$ cat src/rtl/flasher_pkg.sv
// Shared types and constants for the flasher run scheduler.
package flasher_pkg;

    typedef enum logic [1:0] {
        ST_IDLE  = 2'd0,
        ST_START = 2'd1,
        ST_RUN   = 2'd2,
        ST_GAP   = 2'd3
    } state_t;

    // LED bus patterns the scheduler reacts to.
    localparam logic [15:0] LED_OFF  = 16'h0000;
    localparam logic [15:0] LED_B5   = 16'h003F;
    localparam logic [15:0] LED_B10  = 16'h07FF;
    localparam logic [15:0] LED_FULL = 16'hFFFF;

    // Width of a requester index; never zero so a single requester still has a port.
    function automatic int id_width(input int n);
        return (n > 1) ? $clog2(n) : 1;
    endfunction

    // Width of a counter that must hold every value 0..n inclusive.
    function automatic int cnt_width(input int n);
        return (n > 0) ? $clog2(n + 1) : 1;
    endfunction

endpackage

$ cat src/rtl/flasher_sched_rr_arbiter.sv
// Round-robin arbiter: picks the first set request scanning upward from ptr.
module rr_arbiter
    import flasher_pkg::*;
#(
    parameter int NREQ = 2,
    parameter int IW   = id_width(NREQ)
) (
    input  logic [NREQ-1:0] req,
    input  logic [IW-1:0]   ptr,
    output logic [NREQ-1:0] gnt,
    output logic [IW-1:0]   id,
    output logic            valid
);

    logic [IW:0]     cand_sum [NREQ];
    logic [IW-1:0]   cand_idx [NREQ];
    logic [NREQ-1:0] cand_req;

    // Candidate gi is the requester gi positions after the pointer, wrapped modulo NREQ.
    for (genvar gi = 0; gi < NREQ; gi++) begin : g_cand
        assign cand_sum[gi] = {1'b0, ptr} + (IW+1)'(gi);
        assign cand_idx[gi] = (cand_sum[gi] >= (IW+1)'(NREQ))
                            ? IW'(cand_sum[gi] - (IW+1)'(NREQ))
                            : cand_sum[gi][IW-1:0];
        assign cand_req[gi] = req[cand_idx[gi]];
    end

    // Lowest rotation offset with a pending request wins.
    always_comb begin
        gnt   = '0;
        id    = '0;
        valid = 1'b0;
        for (int i = NREQ - 1; i >= 0; i--) begin
            if (cand_req[i]) begin
                valid = 1'b1;
                id    = cand_idx[i];
            end
        end
        if (valid) begin
            gnt[id] = 1'b1;
        end
    end

endmodule

$ cat src/rtl/flasher_sched.sv
// Run scheduler sharing one flasher between NREQ requesters (round-robin),
// with start flick, optional kickback flicks, completion detection and watchdog.
module flasher_sched
    import flasher_pkg::*;
#(
    parameter int NREQ     = 2,
    parameter int TIMEOUT  = 255,
    parameter int GAP      = 2,
    parameter int MAX_KICK = 1
) (
    input  logic                      clk,
    input  logic                      rst,
    input  logic [NREQ-1:0]           req,
    input  logic [NREQ-1:0]           req_kick,
    input  logic [15:0]               led_in,
    output logic                      flick,
    output logic [NREQ-1:0]           gnt,
    output logic [NREQ-1:0]           done,
    output logic                      timeout_err,
    output logic                      busy,
    output logic [id_width(NREQ)-1:0] grant_id
);

    localparam int IW = id_width(NREQ);
    localparam int WW = cnt_width(TIMEOUT);
    localparam int KW = cnt_width(MAX_KICK);
    localparam int GW = cnt_width(GAP);
    // Watchdog value seen in the last START/RUN cycle allowed before abort.
    localparam logic [WW-1:0] WD_LAST = WW'(TIMEOUT - 1);

    state_t          state_reg, state_next;
    logic [IW-1:0]   ptr_reg, ptr_next;
    logic [IW-1:0]   grant_id_reg, grant_id_next;
    logic            kick_reg, kick_next;
    logic [KW-1:0]   kick_cnt_reg, kick_cnt_next;
    logic [WW-1:0]   wd_reg, wd_next;
    logic            seen_full_reg, seen_full_next;
    logic [GW-1:0]   gap_reg, gap_next;
    logic [NREQ-1:0] gnt_reg, gnt_next;
    logic [NREQ-1:0] done_reg, done_next;
    logic            tmo_reg, tmo_next;
    logic            flick_comb;

    logic [NREQ-1:0] arb_gnt;
    logic [IW-1:0]   arb_id;
    logic            arb_valid;

    rr_arbiter #(
        .NREQ (NREQ),
        .IW   (IW)
    ) u_arb (
        .req   (req),
        .ptr   (ptr_reg),
        .gnt   (arb_gnt),
        .id    (arb_id),
        .valid (arb_valid)
    );

    // State and bookkeeping registers; reset abandons any run silently.
    always_ff @(posedge clk) begin
        if (rst) begin
            state_reg     <= ST_IDLE;
            ptr_reg       <= '0;
            grant_id_reg  <= '0;
            kick_reg      <= 1'b0;
            kick_cnt_reg  <= '0;
            wd_reg        <= '0;
            seen_full_reg <= 1'b0;
            gap_reg       <= '0;
            gnt_reg       <= '0;
            done_reg      <= '0;
            tmo_reg       <= 1'b0;
        end else begin
            state_reg     <= state_next;
            ptr_reg       <= ptr_next;
            grant_id_reg  <= grant_id_next;
            kick_reg      <= kick_next;
            kick_cnt_reg  <= kick_cnt_next;
            wd_reg        <= wd_next;
            seen_full_reg <= seen_full_next;
            gap_reg       <= gap_next;
            gnt_reg       <= gnt_next;
            done_reg      <= done_next;
            tmo_reg       <= tmo_next;
        end
    end

    // Next-state logic; pulses are registered so they appear with the new state.
    always_comb begin
        state_next     = state_reg;
        ptr_next       = ptr_reg;
        grant_id_next  = grant_id_reg;
        kick_next      = kick_reg;
        kick_cnt_next  = kick_cnt_reg;
        wd_next        = wd_reg;
        seen_full_next = seen_full_reg;
        gap_next       = gap_reg;
        gnt_next       = '0;
        done_next      = '0;
        tmo_next       = 1'b0;
        flick_comb     = 1'b0;
        case (state_reg)
            ST_IDLE: begin
                if (arb_valid) begin
                    gnt_next       = arb_gnt;
                    grant_id_next  = arb_id;
                    kick_next      = req_kick[arb_id];
                    ptr_next       = (arb_id == IW'(NREQ - 1)) ? '0 : arb_id + IW'(1);
                    kick_cnt_next  = '0;
                    wd_next        = '0;
                    seen_full_next = 1'b0;
                    state_next     = ST_START;
                end
            end
            ST_START: begin
                if (wd_reg >= WD_LAST) begin
                    tmo_next   = 1'b1;
                    gap_next   = '0;
                    state_next = ST_GAP;
                end else begin
                    flick_comb = 1'b1;
                    wd_next    = wd_reg + WW'(1);
                    if (led_in != LED_OFF) begin
                        state_next = ST_RUN;
                    end
                end
            end
            ST_RUN: begin
                // Completion beats the watchdog when both land in the same cycle.
                if (seen_full_reg && led_in == LED_OFF) begin
                    done_next[grant_id_reg] = 1'b1;
                    gap_next   = '0;
                    state_next = ST_GAP;
                end else if (wd_reg >= WD_LAST) begin
                    tmo_next   = 1'b1;
                    gap_next   = '0;
                    state_next = ST_GAP;
                end else begin
                    wd_next    = wd_reg + WW'(1);
                    flick_comb = kick_reg && (kick_cnt_reg < KW'(MAX_KICK)) &&
                                 (led_in == LED_B5 || led_in == LED_B10);
                    if (flick_comb) begin
                        kick_cnt_next = kick_cnt_reg + KW'(1);
                    end
                    if (led_in == LED_FULL) begin
                        seen_full_next = 1'b1;
                    end
                end
            end
            ST_GAP: begin
                if (gap_reg >= GW'(GAP) && led_in == LED_OFF) begin
                    state_next = ST_IDLE;
                end else if (gap_reg < GW'(GAP)) begin
                    gap_next = gap_reg + GW'(1);
                end
            end
            default: begin
                state_next = ST_IDLE;
            end
        endcase
    end

    assign flick       = flick_comb;
    assign gnt         = gnt_reg;
    assign done        = done_reg;
    assign timeout_err = tmo_reg;
    assign busy        = (state_reg != ST_IDLE);
    assign grant_id    = grant_id_reg;

endmodule

$ cat config.mk
export PLATFORM = sky130hd
export DESIGN_NAME = flasher_sched
export DESIGN_NICKNAME = d
export VERILOG_FILES = /design/src/rtl/flasher_pkg.sv /design/src/rtl/flasher_sched_rr_arbiter.sv /design/src/rtl/flasher_sched.sv
export SDC_FILE = /design/constraint.sdc
export NUM_CORES = 1
export LEC_CHECK = 0
export CAP_MARGIN = 20
export CORE_MARGIN = 2
export CORE_UTILIZATION = 48
export DETAILED_ROUTE_END_ITERATION = 8
export PLACE_DENSITY = 0.75
export SLEW_MARGIN = 20
export SYNTH_ARGS = -nofsm -noshare
export SYNTH_HDL_FRONTEND = slang
export SYNTH_SLANG_ARGS = --single-unit
$ cat constraint.sdc
create_clock -name clk -period 3.5 [get_ports clk]
set_input_delay 0.7 -clock clk [delete_from_list [all_inputs] [get_ports clk]]
set_output_delay 0.7 -clock clk [all_outputs]
set_load 0.02 [all_outputs]
==> metrics.md, run 1 <==
| Metric | Value |
|---|---|
| Clock skew | `5.08 ps` |
| Final nets | `219` |
| Clock Tree Buf Depth | `2` |
| Dominant cells by area after synthesis | `dfxtp_1 34%, ha_1 7.6%, nor2_1 5.2%` |
| Largest net degree at the start of global routing | `22` |
| Top FF cell, synth | `dfxtp_1` |
| Global-route wire length before repair | `5290 um` |
| Fillers | `230` |
| Wire length on met1 | `1470 um` |
| CTS tree | `built` |
| Async set or reset register ratio after synthesis | `0%` |
| Cts-stage hold buffer count | `0` |
| Die area | `0.00317 sq mm` |
| CORE AREA | `0.00252 sq mm` |
| Pre-antenna DRT Iters | `4` |
| Gr usage total | `20.7%` |
| Crit path kind | `in2out` |
| Status | `completed` |
| Port bufs | `29` |
| Inserted Diodes | `0` |
| Place WS | `15.3 ps` |
| Pwr/cell area | `539 mW/mm^2` |
| # DRC | `0` |
| CTS buffer count | `3` |
| Post-synth EDFFs | `0` |
| Antenna Nets Post-Route | `0` |
| Slew HR | `49.1%` |
| Synthesized flop and latch total | `22` |
| Sequential fraction of the synthesis area | `33.6%` |
| Layout cells sized above 1 | `9.57%` |
| DR vias | `1281` |
| Critical path peak fanout | `2` |
| Hold Crit Class | `reg2reg` |
| Netlist cell types | `44` |
| Met2 wire len | `1430 um` |
| Vias per cell | `5.88` |
| Die height | `56.3 um` |
| Setup TNS | `0 ps` |
| Tcrit/Tclk final | `88.9%` |
| Post-synth top cells | `22 x dfxtp_1, 18 x nor2_1, 11 x a21oi_1, 11 x nand2_1, 9 x inv_1` |
| Max-cap viol count | `0` |
| Worst slew pin tran | `761 ps` |
| Routability cong. | `0.802` |
| DR iter-0 viols | `30` |
| Clk sink count | `22` |
| Fmax | `0.322 GHz` |
| Unrepaired setup endpoints after global routing | `false` |
| Die width | `56.3 um` |
| Final setup fails | `0` |
| Clk root buf | `clkbuf_4` |
| # rows | `18` |
| Highest metal used | `met4` |
| I/O pin cnt | `30` |
| Hold Fails Final Rpt | `0` |
| Cell area after synthesis | `0.00131 sq mm` |
| Reg clk slew, reported paths | `130 ps` |
| Startpoint Class | `input pin` |
| Area growth from synthesis to layout | `29.5%` |
| Avg Inst Size Synth | `8.35 sq um` |
| Max VDD drop | `0.377 mV` |
| Met3 routed WL | `123 um` |
| H-tree depth | `1` |
| WL/cell | `14.1 um` |
| Worst EP arrival | `2410 ps` |
| Initial Util | `52.0%` |
| Mapped Nets | `187` |
| Final min period | `3110 ps` |
| Worst-Skew Late Latency | `320 ps` |
| Grt total ovfl | `0` |
| Initial antenna violation count | `0` |
| Leakage power | `0.608 nW` |
| Yosys Warn Count | `0` |
| Synth top area share | `33.6%` |
| Synth Instances | `157` |
| Detailed Place HPWL | `2440 um` |
| Vias in the first global route | `1279` |
| CP required | `2800 ps` |
| R2R setup slack | `1140 ps` |
| Critical Path Sink Type | `output port` |
| Synth area leader | `dfxtp_1` |
| Max FFs per register | `8` |
| Worst setup margin | `390 ps` |
| Top-count cell post-synth | `dfxtp_1` |
| WL final | `3070 um` |
| Max-slew violation count | `0` |
-- repair_timing --
| item | 4_1_cts | 5_1_grt |
|---|---|---|
| gates resized for setup | 0 | 2 |
| setup buffers | 0 | 0 |
| setup endpoints to repair | 0 | 1 |
-- worst max-delay path, stage by stage --
cell and delay (ps):
clkdlybuf4s50_1 420, or4_4 560, nor2_1 150, o2111ai_1 190, a21oi_1 160, dlymetal6s2s_1 240
-- where the power goes --
part	leakage, nW	internal [mW]	switching [mW]
clock network	0.0279	0.116	0.0812
registers	0.179	0.283	0.0344
logic	0.401	0.165	0.235
-- layer usage --
layer | up-vias | track usage, %
li1 | 642 | -
met1 | 605 | 25.2
met2 | 27 | 35.0
met3 | 7 | 3.92
met4 | 0 | 9.86
met5 | - | 0
-- kinds of logic after synthesis --
logic type / Yosys count / synth area share, %
and+or+nand+nor: 75 / 33.9
adders and majority gates: 8 / 7.63
xor gates and xnor gates: 3 / 2.00
muxes: 2 / 1.53
buffers and inverters: 13 / 3.82
DFF: 22 / 33.6
AOI/OAI and AO/OA: 34 / 17.6
-- stage by stage --
stage	hold WS (ps)	util (%)	area, sq um	power (mW)	std cells
6_report	500	67.3	1700	0.915	218
5_1_grt	549	67.3	1700	0.974	218
4_1_cts	508	67.0	1690	0.917	218
3_5_place_dp	488	64.9	1640	0.721	214
3_3_place_gp	465	64.9	1640	0.704	214
2_1_floorplan	447	-	1310	0.586	157
-- cell usage in the layout, fill, tap and decap left out, types with 2 or more instances in the layout --
cell type        netlist  final
clkdlybuf4s50_1        0     28
dfxtp_1               22     22
nor2_1                18     18
nand2_1               11     11
a21oi_1               11     11
inv_1                  9      9
nand3_1                8      8
ha_1                   8      8
nor3_1                 8      7
o21ai_0                5      5
nand4_1                4      4
or4_1                  3      3
or3_1                  3      3
nor3b_1                3      3
xnor2_1                3      3
clkbuf_4               0      3
nor2b_1                2      2
o211ai_1               2      2
o2111ai_1              2      2
or2_2                  2      2
nor4_4                 2      2
a31oi_1                2      2
nor4_1                 2      2
a41oi_1                2      2
o31ai_1                2      2
mux2i_1                2      2
buf_4                  0      2
-- worst paths after layout --
kind                     start        end  cells after the start
setup / recovery     led_in[6]      flick                      6
hold / removal        grant_id    done[0]                      1
setup reg to reg  state_reg[1]  wd_reg[0]                      7
hold reg to reg       grant_id    done[0]                      1
-- cell type report --
cell class                 count  area (sq um)  area share (%)
multi-input combinational    122           826            48.6
sequential                    22           440            25.9
timing repair buffer          31           308            18.1
tap                           30          37.5            2.21
inverter                       9          33.8            1.99
clock inverter                 1          30.0            1.77
clock buffer                   3          22.5            1.33
No activity file was read; power rests on OpenSTA's default activity.
==> inputs of run 2 (changes only) <==
==> constraint.sdc (replaced) <==
create_clock -name clk -period 3.4 [get_ports clk]
set_input_delay 0.68 -clock clk [delete_from_list [all_inputs] [get_ports clk]]
set_output_delay 0.68 -clock clk [all_outputs]
set_load 0.02 [all_outputs]
==> run 2 against run 1 <==
- sequential share of layout area down 0.21 points
- clock-buffer cell count did not move
- via count grew 0.39%
- largest power group unchanged
- routed wire length is 1.2% higher
- global-route usage increased by 0.53 points
- flip-flop and latch count stayed put
- combinational power increased by 2%
- worst hold slack worse by 3.6 ps
- non-clock buffer count rose by 3
- clock skew decreased by 1.9 ps
- critical path depth grew 2
==> metrics.md, run 2 (synthesized netlist as in run 1, its figures left out) <==
| Metric | Value |
|---|---|
| Status | `completed` |
| Area growth from synthesis to layout | `30.5%` |
| Max-cap viol count | `0 (unchanged)` |
| CP max stage delay | `470 ps (-90 ps)` |
| Clk root buf | `clkbuf_4` |
| Layout cells sized above 1 | `10.5% (+0.90 points)` |
| Tcrit/Tclk final | `94.1%` |
| WL/cell | `14.1 um (-0.14%)` |
| Total net switching power | `0.358 mW (+2.1%)` |
| Vias per cell | `5.82 (-0.97%)` |
| Sw Share | `38.2% (-0.13 points)` |
| Clock skew | `3.22 ps (-1.86 ps)` |
| # rows | `18 (unchanged)` |
| Vias in the first global route | `1266 (-1.0%)` |
| CTS tree | `built` |
| Antenna Nets Post-Route | `0 (unchanged)` |
| CORE AREA | `0.00252 sq mm (unchanged)` |
| CTS buffer count | `3 (unchanged)` |
| Highest metal used | `met4` |
| Most common cell after layout, fill and taps aside | `clkdlybuf4s50_1` |
| Met3 routed WL | `173 um (+41%)` |
| DR vias | `1286 (+0.39%)` |
| Critical Path Sink Type | `output port` |
| Unrepaired setup endpoints after global routing | `false` |
| Area of the multi-input gates | `821 sq um (-0.61%)` |
| I/O pin cnt | `30 (unchanged)` |
| Combinational share of power | `43.6% (-0.2 points)` |
| Fmax | `0.313 GHz` |
| Worst slew pin tran | `746 ps (-14.3 ps)` |
| # DRC | `0 (unchanged)` |
| Met2 wire len | `1490 um (+4.0%)` |
| Die height | `56.3 um (unchanged)` |
| Routability cong. | `0.776 (-3.3%)` |
| Die width | `56.3 um (unchanged)` |
| Clock Tree Buf Depth | `2 (unchanged)` |
| Cell Count Post-Placement | `217 (+1.4%)` |
| Initial antenna violation count | `0 (unchanged)` |
| Pre-antenna DRT Iters | `4 (unchanged)` |
| Worst EP arrival | `2520 ps (+110 ps)` |
| Fillers | `209 (-9.1%)` |
| Startpoint Class | `register` |
| Crit path kind | `reg2out` |
| WL final | `3110 um (+1.2%)` |
| Clock power frac | `21.4% (about the same)` |
| Max-slew violation count | `0 (unchanged)` |
| Hold Fails Final Rpt | `0 (unchanged)` |
| Leakage power | `0.608 nW (about the same)` |
| Pwr/cell area | `547 mW/mm^2 (+1.6%)` |
| Die area | `0.00317 sq mm (unchanged)` |
| Register Area | `440 sq um (unchanged)` |
| Wire length on met1 | `1410 um (-3.9%)` |
| Worst setup margin | `201 ps (-189 ps)` |
| Final min period | `3200 ps` |
| Final non-filler cell total | `221 (+1.4%)` |
| H-tree depth | `1 (unchanged)` |
| CP cell instances | `inv_1, ha_1, o211ai_1, o21ai_0, nor3_1, o2111ai_1, a21oi_1, dlygate4sd2_1` |
| Flop pwr share | `35.0% (+0.3 points)` |
| Detailed Place HPWL | `2500 um (+2.8%)` |
| Hold Crit Class | `reg2reg` |
| Global-route wire length before repair | `5440 um (+2.9%)` |
| DR iter-0 viols | `29 (-3.3%)` |
| Initial Util | `52.0% (unchanged)` |
| Slew HR | `50.1% (+0.96 points)` |
| Max VDD drop | `0.446 mV (+18%)` |
| Critical path peak fanout | `7 (+5)` |
| Cts-stage hold buffer count | `0 (unchanged)` |
| Most frequent cells in the layout | `28 x clkdlybuf4s50_1, 22 x dfxtp_1, 18 x nor2_1` |
| Final setup fails | `0 (unchanged)` |
| Largest net degree at the start of global routing | `22 (unchanged)` |
| Grt total ovfl | `0 (unchanged)` |
| Inserted Diodes | `0 (unchanged)` |
| Reg clk slew, reported paths | `120 ps (about the same)` |
| Place WS | `-46.1 ps (-61.4 ps)` |
| Worst path slowest cell | `dfxtp_1` |
| Worst-Skew Late Latency | `310 ps (about the same)` |
| Clk sink count | `22 (unchanged)` |
| Max FFs per register | `8 (unchanged)` |
| Port bufs | `29 (unchanged)` |
| CP required | `2720 ps (-80 ps)` |
| Final nets | `222 (+1.4%)` |
| Gr usage total | `21.3% (+0.53 points)` |
| Int Pwr | `0.579 mW (+2.6%)` |
run 2: cell count changes in the layout (fill, tap and decap cells not counted):
cell / change
dlygate4sd2_1: +1
nor3_2: -1
nor3_1: +1
dlymetal6s2s_1: -1
buf_4: +3
run 2: what timing repair did:
| action | 4_1_cts | 5_1_grt |
|---|---|---|
| buffers inserted | 0 | 0 |
| resized for setup | 1 | 0 |
| setup endpoints to repair | 1 | 0 |
run 2: path summary, 6_finish.rpt:
kind | from | to | slack, ps | cells past startpoint
worst min register to register | kick_reg | kick_reg | 500 | 2
worst min-delay path | kick_reg | kick_reg | 500 | 2
worst max register to register | wd_reg[0] | wd_reg[0] | 1050 | 8
worst max-delay path | wd_reg[0] | flick | 200 | 8
run 2: routing by layer:
metal  GRT usage (%)  up-vias
met5               0        -
met2            37.8       40
met4            4.42        0
met1            25.7      593
li1                -      647
met3            5.53        6
run 2: final cells by class:
class	count	share of cell area, %
flip-flops and latches	22	25.7
inverters	9	1.97
clock buffers	3	1.32
repair buffers	34	19.1
clock inverters	1	1.75
well taps	30	2.19
multi-input cells	122	48.0
run 2: critical path: cells and delay by family (launching register included):
family | cells | cell delay (ps)
flip-flops | 1 | 470
buffers and inverters | 2 | 410
adder cells (fa/ha/maj) | 1 | 200
AND/OR/NAND/NOR | 1 | 350
AO/OA/AOI/OAI | 4 | 750
run 2: power by group through the flow:
stage / sequential, mW / clock, mW / combinational [mW]
4_1_cts: 0.327 / 0.204 / 0.408
2_1_floorplan: 0.331 / 0 / 0.272
3_5_place_dp: 0.333 / 0 / 0.411
6_report: 0.328 / 0.200 / 0.409
5_1_grt: 0.333 / 0.213 / 0.449
3_3_place_gp: 0.329 / 0 / 0.399
run 2: metrics by stage:
stage / utilization [%] / setup TNS, ps / power (mW) / hold WS [ps] / area, sq um
floorplan: - / 0 / 0.603 / 447 / 1310
global placement: 65.8 / 0 / 0.728 / 464 / 1660
detailed placement: 65.8 / -46.1 / 0.744 / 465 / 1660
CTS: 67.9 / 0 / 0.939 / 497 / 1710
global route: 67.9 / 0 / 0.996 / 531 / 1710
finish: 67.9 / 0 / 0.937 / 496 / 1710
